## src/rtl/ins_loader_pkg.sv

```systemverilog
// Shared types for the instruction loader: FSM states and frame field widths.
package ins_loader_pkg;

  localparam int LEN_W  = 16;
  localparam int CSUM_W = 8;

  typedef enum logic [2:0] {
    S_IDLE   = 3'd0,
    S_LEN_LO = 3'd1,
    S_LEN_HI = 3'd2,
    S_DATA   = 3'd3,
    S_WRITE  = 3'd4,
    S_CSUM   = 3'd5,
    S_DONE   = 3'd6,
    S_ERR    = 3'd7
  } state_t;

  function automatic logic can_start(state_t s);
    return (s == S_IDLE) || (s == S_DONE) || (s == S_ERR);
  endfunction

endpackage

```

## src/rtl/ins_loader_packer.sv

```systemverilog
// Byte packer: assembles four bytes into a little-endian word.
module ins_loader_packer (
  input  logic        clk,
  input  logic        rst,
  input  logic        clr_i,
  input  logic        en_i,
  input  logic [7:0]  byte_i,
  output logic [31:0] word_o,
  output logic        word_ready_o
);

  logic [1:0]  cnt_q, cnt_d;
  logic [31:0] word_q, word_d;

  always_comb begin
    cnt_d  = cnt_q;
    word_d = word_q;
    if (clr_i) begin
      cnt_d  = '0;
      word_d = '0;
    end else if (en_i) begin
      cnt_d  = cnt_q + 2'd1;
      // Shift right so the first byte lands in [7:0].
      word_d = {byte_i, word_q[31:8]};
    end
  end

  always_ff @(posedge clk) begin
    if (rst) begin
      cnt_q  <= '0;
      word_q <= '0;
    end else begin
      cnt_q  <= cnt_d;
      word_q <= word_d;
    end
  end

  assign word_o       = word_q;
  assign word_ready_o = en_i && (cnt_q == 2'd3);

endmodule

```

## src/rtl/ins_loader.sv

```systemverilog
// Instruction-memory loader: framed byte stream in, LE words out,
// XOR checksum check, CPU held until a clean load finishes.
module ins_loader
  import ins_loader_pkg::*;
#(
  parameter logic [31:0] BASE_ADDR = 32'h0000_0000,
  parameter int          MAX_WORDS = 1024
) (
  input  logic        clk,
  input  logic        rst,
  input  logic        start,
  input  logic        in_valid,
  input  logic [7:0]  in_byte,
  output logic        in_ready,
  output logic [31:0] mem_addr,
  output logic [31:0] mem_wd,
  output logic        mem_write,
  output logic        busy,
  output logic        done,
  output logic        err,
  output logic [15:0] words_loaded,
  output logic        cpu_hold
);

  state_t state_q, state_d;

  logic [LEN_W-1:0]  len_q, words_q;
  logic [CSUM_W-1:0] acc_q;
  logic [LEN_W-1:0]  n_hdr;
  logic [31:0]       word;
  logic              take, start_ok, word_ready, last_word;

  assign take      = in_valid && in_ready;
  assign start_ok  = start && can_start(state_q);
  assign n_hdr     = {in_byte, len_q[7:0]};
  assign last_word = ({1'b0, words_q} + 17'd1) >= {1'b0, len_q};

  ins_loader_packer u_packer (
    .clk          (clk),
    .rst          (rst),
    .clr_i        (start_ok),
    .en_i         (take && (state_q == S_DATA)),
    .byte_i       (in_byte),
    .word_o       (word),
    .word_ready_o (word_ready)
  );

  always_ff @(posedge clk) begin
    if (rst) state_q <= S_IDLE;
    else     state_q <= state_d;
  end

  always_comb begin
    state_d = state_q;
    unique case (state_q)
      S_IDLE, S_DONE, S_ERR:
        if (start) state_d = S_LEN_LO;
      S_LEN_LO:
        if (take) state_d = S_LEN_HI;
      S_LEN_HI:
        if (take) begin
          if (n_hdr == '0)
            state_d = S_CSUM;
          else if ({1'b0, n_hdr} > 17'(MAX_WORDS))
            state_d = S_ERR;
          else
            state_d = S_DATA;
        end
      S_DATA:
        if (word_ready) state_d = S_WRITE;
      S_WRITE:
        state_d = last_word ? S_CSUM : S_DATA;
      S_CSUM:
        if (take) state_d = (in_byte == acc_q) ? S_DONE : S_ERR;
      default:
        state_d = S_IDLE;
    endcase
  end

  always_comb begin
    in_ready  = 1'b0;
    busy      = 1'b0;
    mem_write = 1'b0;
    mem_wd    = '0;
    unique case (state_q)
      S_LEN_LO, S_LEN_HI, S_DATA, S_CSUM: begin
        in_ready = 1'b1;
        busy     = 1'b1;
      end
      S_WRITE: begin
        busy      = 1'b1;
        mem_write = 1'b1;
        mem_wd    = word;
      end
      default: ;
    endcase
  end

  assign done         = (state_q == S_DONE);
  assign err          = (state_q == S_ERR);
  assign cpu_hold     = (state_q != S_DONE);
  assign words_loaded = words_q;
  assign mem_addr     = BASE_ADDR + {14'd0, words_q, 2'b00};

  always_ff @(posedge clk) begin
    if (rst || start_ok) begin
      len_q   <= '0;
      words_q <= '0;
      acc_q   <= '0;
    end else begin
      if (take && state_q != S_CSUM) acc_q <= acc_q ^ in_byte;
      if (take && state_q == S_LEN_LO) len_q[7:0]  <= in_byte;
      if (take && state_q == S_LEN_HI) len_q[15:8] <= in_byte;
      if (state_q == S_WRITE) words_q <= words_q + 16'd1;
    end
  end

endmodule

```

## config.mk

```make
export PLATFORM = sky130hd
export DESIGN_NAME = ins_loader
export DESIGN_NICKNAME = d
export VERILOG_FILES = /design/src/rtl/ins_loader_pkg.sv /design/src/rtl/ins_loader_packer.sv /design/src/rtl/ins_loader.sv
export SDC_FILE = /design/constraint.sdc
export NUM_CORES = 1
export LEC_CHECK = 0
export BUFFER_PORTS_ARGS = -buffer_cell sky130_fd_sc_hd__buf_2
export CAP_MARGIN = 20
export CORE_UTILIZATION = 24
export DETAILED_ROUTE_END_ITERATION = 10
export GPL_ROUTABILITY_DRIVEN = 0
export PLACE_DENSITY = 0.49
export SYNTH_ARGS = -nofsm -noshare
export SYNTH_HDL_FRONTEND = slang
export SYNTH_SLANG_ARGS = --single-unit
```

## constraint.sdc

```tcl
create_clock -name clk -period 2.8 [get_ports clk]
set_input_delay 0.42 -clock clk [delete_from_list [all_inputs] [get_ports clk]]
set_output_delay 0.42 -clock clk [all_outputs]
set_load 0.005 [all_outputs]
```

# Word level (Yosys, flattened, before mapping)
# Index checks and enable logic that the tools add are counted.
# word_totals
reg_bits	77
inputBits	12
out_inout_bits	86
elab_cells	60
# op_classes
n_addsub	3
order_cmp	2
eq_ne	16
n_mux	14
bitwise_logic	1
n_reduce_logical	17
# ops
cell	count
two-way mux 32 bit	1
two-way mux 3 bit	8
one-hot mux 3 bit (6 select lines)	1
adder 16 x 1 -> 17 bit (second input constant)	1
>= comparator 17 x 16 -> 1 bit	1
adder 16 x 1 -> 16 bit (second input constant)	1
greater-than comparator 16 x 11 -> 1 bit (second input constant)	1
zero test 16 bit	1
equality test 3 bit (second input constant)	4
equality test 8 bit	1
!= test 2 bit (second input constant)	4
XOR 8 bit	1
logical AND 1 bit	7
equality test 3 x 2 -> 1 bit (second input constant)	2
!= test 3 bit (second input constant)	2
AND reduction 5 bit	1
OR reduction 5 bit	1
two-way mux 1 bit	4
OR reduction 4 bit	1
equality test 3 x 1 -> 1 bit (second input constant)	1
zero test 3 bit	1
logical OR 1 bit	3
OR reduction 3 bit	1
adder 2 x 1 -> 2 bit (second input constant)	1
other kinds (3)	3

# Logic depth before layout (Yosys ltp)
# Gate-level depths: netlist of the first run.
# depth
ltp_word	8
mapped_depth	13
ltp_nobuf	12

# By module
# A second synthesis of the first run with hierarchy kept.
# hier_totals
hier_cells	506
area_unflattened_um2	4341.7
# modules_own_cells
mod	n_inst	cells_per_inst	area_per_inst_um2	seq_area_each_um2
ins_loader	1	393	3065.4	860.8
ins_loader_packer	1	113	1276.2	680.7

# Worst setup path after synthesis of the first run
# OpenSTA, ideal clock, no wires.
# synth_timing
path_kind	register -> register
from	register words_q[0] (netlist: words_loaded[0])
to	register state_q[2]
setup_time_ns	0.119
t_arrival_ns	2.582
required_time_ns	2.681
slack_ns	0.099
stages_incl_launch_ff	14
n_path_buf	1
synth_period_minus_slack_ns	2.701
cell_sequence	dfxtp_1 ha_1 and3_1 buf_2 and4_1 and3_1 and3_1 xor2_1 ha_1 a21o_1 a21oi_1 o21ai_0 nand4b_1 o2bb2ai_1
# synth_via
elab_chain_len	4
# synth_lines
element	line_no	rtl
from (decl)	ins_loader.sv:27	logic [LEN_W-1:0] len_q, words_q;
from (signal assigned)	ins_loader.sv:114	if (state_q == S_WRITE) words_q <= words_q + 16'd1;
adder 16 x 1 -> 17 bit	ins_loader.sv:36	assign last_word = ({1'b0, words_q} + 17'd1) >= {1'b0, len_q};
>= comparator 17 x 16 -> 1 bit	ins_loader.sv:36	
two-way mux 3 bit	ins_loader.sv:72	state_d = last_word ? S_CSUM : S_DATA;
one-hot mux 3 bit (6 select lines)	ins_loader.sv:55	unique case (state_q)
to (signal assigned)	ins_loader.sv:50	else state_q <= state_d;
to (decl)	ins_loader.sv:25	state_t state_q, state_d;
# Every way passes these cells.
# A chain may end at the register's enable or synchronous reset.

# Worst setup path in the final report of the first run
# Same ends and word-level chain as after synthesis.

==> metrics.txt, run 1 <==
status finished clean; Final Cycle Share 93.2%; final setup vio count 0; initial antenna violation count 0; Die Span Y 136 um; Final min period 2.61 ns; Slew Limit Fails 0; WL per Instance 12.6 um; Yosys reg bits 77; clock insertion delay at the later pin of the skew report 0.34 ns; DRT antenna net count 0; Critical Path End Type flop; CP Launch Type flop; max cap viols 0; via density per instance 4.31; postcts setup bufs 0; Top FF cell, synth dfxtp_1; Initial Utilization 24.7%; Clock H-tree levels 3; # DRC 0; clock-pin slew on the worst setup and hold paths 0.06 ns; layout overhead on the synthesized area 20.5%; Mapped Cells 555; sequential share of the synthesized area 36.0%; Largest stage delay, worst path 0.33 ns; final hold violations 0; Worst slew margin 60.2%; die area 18,400 sq um; Post-synth EDFFs 0; Pwr Total 3.24 mW; HP Start rst; CTS buffer count 9; Port Buffers 81; Vias 3,657; worst setup path class reg2reg; Synth warnings 0; hold_ws 0.336 ns; Rows 48; post-cts resize count 0; Synth Area per Inst 7.71 sq um; setup TNS 0 ns; largest net degree at the start of global routing 75; Worst path most repeated cell and3_1; vias in the first global route 3,405; Least-Margin Pin Slew 0.596 ns; fmax 0.383 GHz; Critical Path RT 3.03 ns; IR Drop Worst-Case VDD 0.299 mV; core outline area 17,400 sq um; largest delay contributor family on the critical path simple AND/OR/NAND/NOR gates; crit path DAT 2.84 ns; Clock Sink Count 77; all-layer global routing usage 12.6%; share of post-route cells with drive strength above 1 21.3%; Mapped Area 4280 sq um; critical path's slowest cell dfxtp_1; crit path cell chain ha_2 > and3_1 > and4_1 > and3_4 > and3_1 > xor2_1 > ha_1 > a21o_1 > a21oi_2 > o21ai_0 > nand4b_1 > o2bb2ai_1; Root Driver clkbuf_16; CTS tree yes; Inserted Diodes 0; placed cell area 4810 sq um; DR pass1 iterations 4; hold crit path type in2reg; die width 136 um; Power Dens Cells 628 nW/um^2; Yosys cell types 48; final HPWL from detailed placement 7.41 mm; final net count 650; total grt overflow 0; clk buf depth 2; CP Launch Point words_loaded[0]; hold-fix buffer count after cts 0; Top Ports 98; Static Leak 2.19 nW; drt initial violations 174; WL final 10.7 mm; first-pass GRT wire length 17.8 mm; Post-synth ARST share 0%; reg-to-reg startpoint words_loaded[0]; post-route cell area 5160 sq um; CP Buf/Inv Count 0; worst-path fanout max 3; clock skew 0.00538 ns
[per-stage QoR]
step / std cells / setup WS, ns / utilization (%)
2_1_floorplan: 570 / 0.0991 / -
3_3_place_gp: 834 / 0.195 / 27.7
3_5_place_dp: 834 / 0.182 / 27.7
4_1_cts: 849 / 0.169 / 29.5
5_1_grt: 849 / -0.0234 / 29.7
6_report: 849 / 0.190 / 29.7
[registers in the layout, indices dropped and copies added, names as in the netlist]
signal and cells:
u_packer.word_o 32, words_loaded 16, u_packer.cnt_q 2, acc_q 8, len_q 16, state_q 3
[cells in the final DEF (no fill, tap or decap), types with 5 or more instances in the layout]
cell type / count
clkbuf_16: 9
nor3_1: 5
nor2_1: 32
ha_1: 17
xor2_1: 32
inv_1: 19
buf_2: 81
nand2_1: 127
nand3_1: 6
a21oi_1: 60
and2_1: 37
xnor2_1: 11
nand4_1: 5
buf_4: 16
conb_1: 16
o21ai_0: 6
and3_1: 5
dfxtp_1: 77
[path summary, 6_finish.rpt]
path / end / slack, ns / cells past startpoint
worst max register to register: state_q[2] / 0.19 / 12
worst min register to register: u_packer.word_o[0] / 0.45 / 2
worst min-delay path: state_q[0] / 0.34 / 2
worst max-delay path: state_q[2] / 0.19 / 12
[power breakdown]
group | switching (mW) | leakage (nW) | total, mW | internal (mW)
registers | 0.0527 | 0.621 | 1.20 | 1.15
clock network | 0.482 | 0.149 | 1.26 | 0.781
logic | 0.499 | 1.42 | 0.771 | 0.272
total | 1.03 | 2.19 | 3.24 | 2.21
[synth_stat cells (2+ instances only)]
cell type | n | area, sq um
nor2b_1 | 4 | 25.0
dfxtp_1 | 77 | 1540
o22ai_1 | 2 | 12.5
nand4b_1 | 2 | 17.5
inv_2 | 3 | 11.3
or3_1 | 5 | 31.3
o21ai_0 | 6 | 30.0
nand4_1 | 5 | 31.3
xnor2_1 | 11 | 96.3
nand2_1 | 127 | 477
and4_1 | 4 | 35.0
a21oi_1 | 61 | 305
inv_1 | 19 | 71.3
ha_1 | 18 | 225
buf_1 | 4 | 15.0
clkbuf_1 | 18 | 67.6
nor4_2 | 2 | 25.0
xor2_1 | 32 | 280
nor3_1 | 5 | 25.0
o21bai_1 | 2 | 15.0
and2_1 | 37 | 231
a32oi_1 | 3 | 26.3
nor2_1 | 33 | 124
and3_1 | 6 | 37.5
or4_4 | 3 | 33.8
buf_4 | 35 | 263
nand2b_1 | 4 | 25.0
nand3_1 | 7 | 35.0
[cells by family (layout without fill, tap and decap cells)]
group	after synthesis	in the layout	synth area share (%)
AO/OA/AOI/OAI	82	82	10.6
XOR/XNOR	43	43	8.80
adder cells (fa/ha/maj)	18	18	5.26
buffers and inverters	81	135	10.4
flip-flops	77	77	36.0
multiplexers	1	1	0.234
other	1	16	0.0876
AND/OR/NAND/NOR	252	252	28.6
[layer usage]
| layer | wire (um) | track usage, % |
|---|---|---|
| met5 | 0 | 0 |
| met4 | 93 | 3.18 |
| met3 | 451 | 3.93 |
| met2 | 4610 | 18.9 |
| met1 | 5560 | 17.2 |
[final cells by class]
class / instances / area, sq um
clock inverters: 5 / 85.1
well taps: 225 / 282
fillers: 1974 / 12200
inverters: 22 / 82.6
clock buffers: 10 / 229
repair buffers: 98 / 546
multi-input cells: 412 / 2390
flip-flops and latches: 77 / 1540
(Power assumes the default switching activity.)
==> run 2: changes to the inputs <==
--- a/config.mk
+++ b/config.mk
@@ -5,9 +5,11 @@
 export SDC_FILE = /design/constraint.sdc
 export NUM_CORES = 1
 export LEC_CHECK = 0
+export ABC_AREA = 1
 export BUFFER_PORTS_ARGS = -buffer_cell sky130_fd_sc_hd__buf_2
 export CAP_MARGIN = 20
 export CORE_UTILIZATION = 24
+export CTS_CLUSTER_SIZE = 24
 export DETAILED_ROUTE_END_ITERATION = 10
 export GPL_ROUTABILITY_DRIVEN = 0
 export PLACE_DENSITY = 0.49
==> metrics.txt, run 2 <==
largest net degree at the start of global routing 53 (-29%); Die Span Y 139 um (+2.7%); count leader, synth nand2_1; Synth area leader dfxtp_1; Synth warnings 0 (unchanged); die width 139 um (+2.7%); Post-synth ARST share 0% (unchanged); Clock H-tree levels 3 (unchanged); commonest non-fill, non-tap cell in the layout nand2_1; post-route cell area 5320 sq um (+3.1%); Critical Path RT 3.08 ns (+0.05 ns); max reg flops 32 (unchanged); clock-pin slew on the worst setup and hold paths 0.06 ns (about the same); internal power 2.45 mW (+11%); Mapped Area 4520 sq um (+5.6%); share of post-route cells with drive strength above 1 21.3% (-0.038 points); Slew Limit Fails 0 (unchanged); max cap viols 0 (unchanged); vias in the first global route 3,780 (+11%); layout overhead on the synthesized area 17.7%; first-pass GRT wire length 19.8 mm (+11%); Critical Path End Type flop; placed cell area 4980 sq um (+3.4%); Post-synth top cells 123 x nand2_1, 83 x inv_1, 77 x dfxtp_1, 65 x a21oi_1, 65 x nor2_1; via density per instance 4.38 (+1.8%); final HPWL from detailed placement 8.75 mm (+18%); Mapped Cells 644 (+16%); clock skew 0.00519 ns (-0.000198 ns); Synth Area per Inst 7.01 sq um (-9.0%); hold_ws 0.320 ns (-0.0157 ns); Comb pwr share 36.1% (+12 points); DR pass1 iterations 10 (+6); die area 19,400 sq um (+5.5%); Power Dens Cells 760 nW/um^2 (+21%); Yosys cell types 41 (-15%); Sw Pwr 1.59 mW (+54%); all-layer global routing usage 12.9% (+0.32 points); Final min period 2.52 ns (-0.0876 ns); crit path DAT 2.80 ns (-0.04 ns); initial antenna violation count 1 (+1); clk buf depth 2 (unchanged); CTS tree yes; final net count 730 (+12%); core outline area 18,200 sq um (+4.9%); CP Launch Type flop; Synth top area share 34.1% (-1.9 points); WL final 12.3 mm (+15%); Least-Margin Pin Slew 0.707 ns (+0.111 ns); Final Cycle Share 90.1% (-3.1 points); Rows 49 (+2.1%); power share of the clock group 31.9% (-7.1 points); Clock Sink Count 77 (unchanged); final setup vio count 0 (unchanged); status complete, but fails checks; Vias 4,095 (+12%); Port Buffers 81 (unchanged); Reg power frac 32.0% (-5.2 points); sequential share of the synthesized area 34.1% (-1.9 points); Initial Utilization 24.8% (+0.15 points); fmax 0.396 GHz (+3.5%); clock insertion delay at the later pin of the skew report 0.34 ns (about the same); total grt overflow 0 (unchanged); DRT antenna net count 0 (unchanged); Static Leak 2.23 nW (+1.8%); violated checks design-rule violations; most frequent cells in the layout 123 x nand2_1, 83 x inv_1, 81 x buf_2; Post-synth EDFFs 0 (unchanged); worst-path fanout max 5 (+2); Worst slew margin 52.6% (-7.6 points); hold-fix buffer count after cts 0 (unchanged); IR Drop Worst-Case VDD 0.376 mV (+25%); Top FF cell, synth dfxtp_1; hold crit path type in2reg; WL per Instance 13.1 um (+4.1%); Top Ports 98 (unchanged); Synth area leaders dfxtp_1 34%, nand2_1 10%, a21oi_1 7.2%, inv_1 6.9%, buf_4 5.7%; drt initial violations 353 (+100%); final hold violations 0 (unchanged); Yosys reg bits 77 (unchanged); CTS buffer count 9 (unchanged); Root Driver clkbuf_16; # DRC 4 (+4); Inserted Diodes 0 (unchanged); worst setup path class reg2reg; switch share 39.4% (+7.4 points)
## run 2: changes by cell type after synthesis, moves of 11 or more
cell / before / now
xor2_1: 32 / 17
buf_2: 1 / 12
and2_1: 37 / 1
inv_1: 19 / 83
nand4_1: 5 / 37
nand3_1: 7 / 24
nor2_1: 33 / 65
## run 2: repair_timing
item,in CTS,in global routing
setup buffers,0,0
hold endpoints to repair,0,0
resized for setup,0,6
setup endpoints to repair,0,2
## run 2: path summary, 6_finish.rpt
check | startpoint | end | slack [ns] | cells after the start
max | words_loaded[1] | state_q[1] | 0.28 | 19
min | rst | state_q[2] | 0.32 | 2
max reg2reg | words_loaded[1] | state_q[1] | 0.28 | 19
min reg2reg | len_q[1] | len_q[1] | 0.46 | 2
## run 2: final cells by class
type / instances / area, sq um
Inverter: 89 / 334
Fill cell: 1968 / 12900
Multi-Input combinational cell: 429 / 2310
Timing Repair Buffer: 94 / 515
Clock inverter: 6 / 86.3
Tap cell: 229 / 287
Clock buffer: 10 / 239
Sequential cell: 77 / 1550
## run 2: logic make-up after synthesis
logic type / count (synthesis) / share of synthesized area, %
other cells: 1 / 0.0830
flops: 77 / 34.1
buf+inv: 153 / 16.2
xor+xnor: 21 / 4.24
compound gates: 98 / 12.5
simple gates: 276 / 27.9
fa+ha+maj: 18 / 4.99
## run 2: per-layer routing
metal	wire length, um	global-route usage (%)	vias to the layer above	part of all wire, %
li1	-	-	2122	-
met1	6340	18.2	1879	52
met2	5360	19.4	76	44
met3	354	2.07	16	2.9
met4	210	5.20	2	1.7
met5	10	0	-	0.081
## run 2: critical path: stages (launching register included)
cell,delay (ns)
dfxtp_4,0.38
ha_2,0.19
nand2_1,0.09
nor2_4,0.12
nand2_2,0.13
nor3_4,0.16
nand3_1,0.10
xor2_1,0.19
ha_1,0.29
nand2_1,0.07
nand2_1,0.04
nand2_1,0.05
nand2_1,0.05
nor2_1,0.09
nand2_1,0.05
nor2_1,0.14
nand3_1,0.10
nand2_1,0.07
nand2_1,0.05
a21oi_1,0.10
## run 2: stage by stage
| stage | setup slack, ns | cells | utilization (%) | TNS (ns) | power [mW] |
|---|---|---|---|---|---|
| floorplan | 0.340 | 659 | - | 0 | 2.42 |
| global placement | 0.206 | 918 | 27.3 | 0 | 2.79 |
| detailed placement | 0.160 | 918 | 27.3 | 0 | 2.78 |
| CTS | 0.119 | 934 | 29.1 | 0 | 4.08 |
| global route | -0.0164 | 934 | 29.2 | -0.0293 | 4.33 |
| finish | 0.277 | 934 | 29.2 | 0 | 4.04 |
## run 2: power groups by stage
| stage | Sequential, mW | Combinational (mW) | Clock [mW] |
|---|---|---|---|
| after floorplan | 1.29 | 1.13 | 0 |
| after global placement | 1.32 | 1.47 | 0 |
| after detailed placement | 1.32 | 1.46 | 0 |
| after CTS | 1.29 | 1.47 | 1.31 |
| after global routing | 1.31 | 1.66 | 1.36 |
| final | 1.29 | 1.46 | 1.29 |
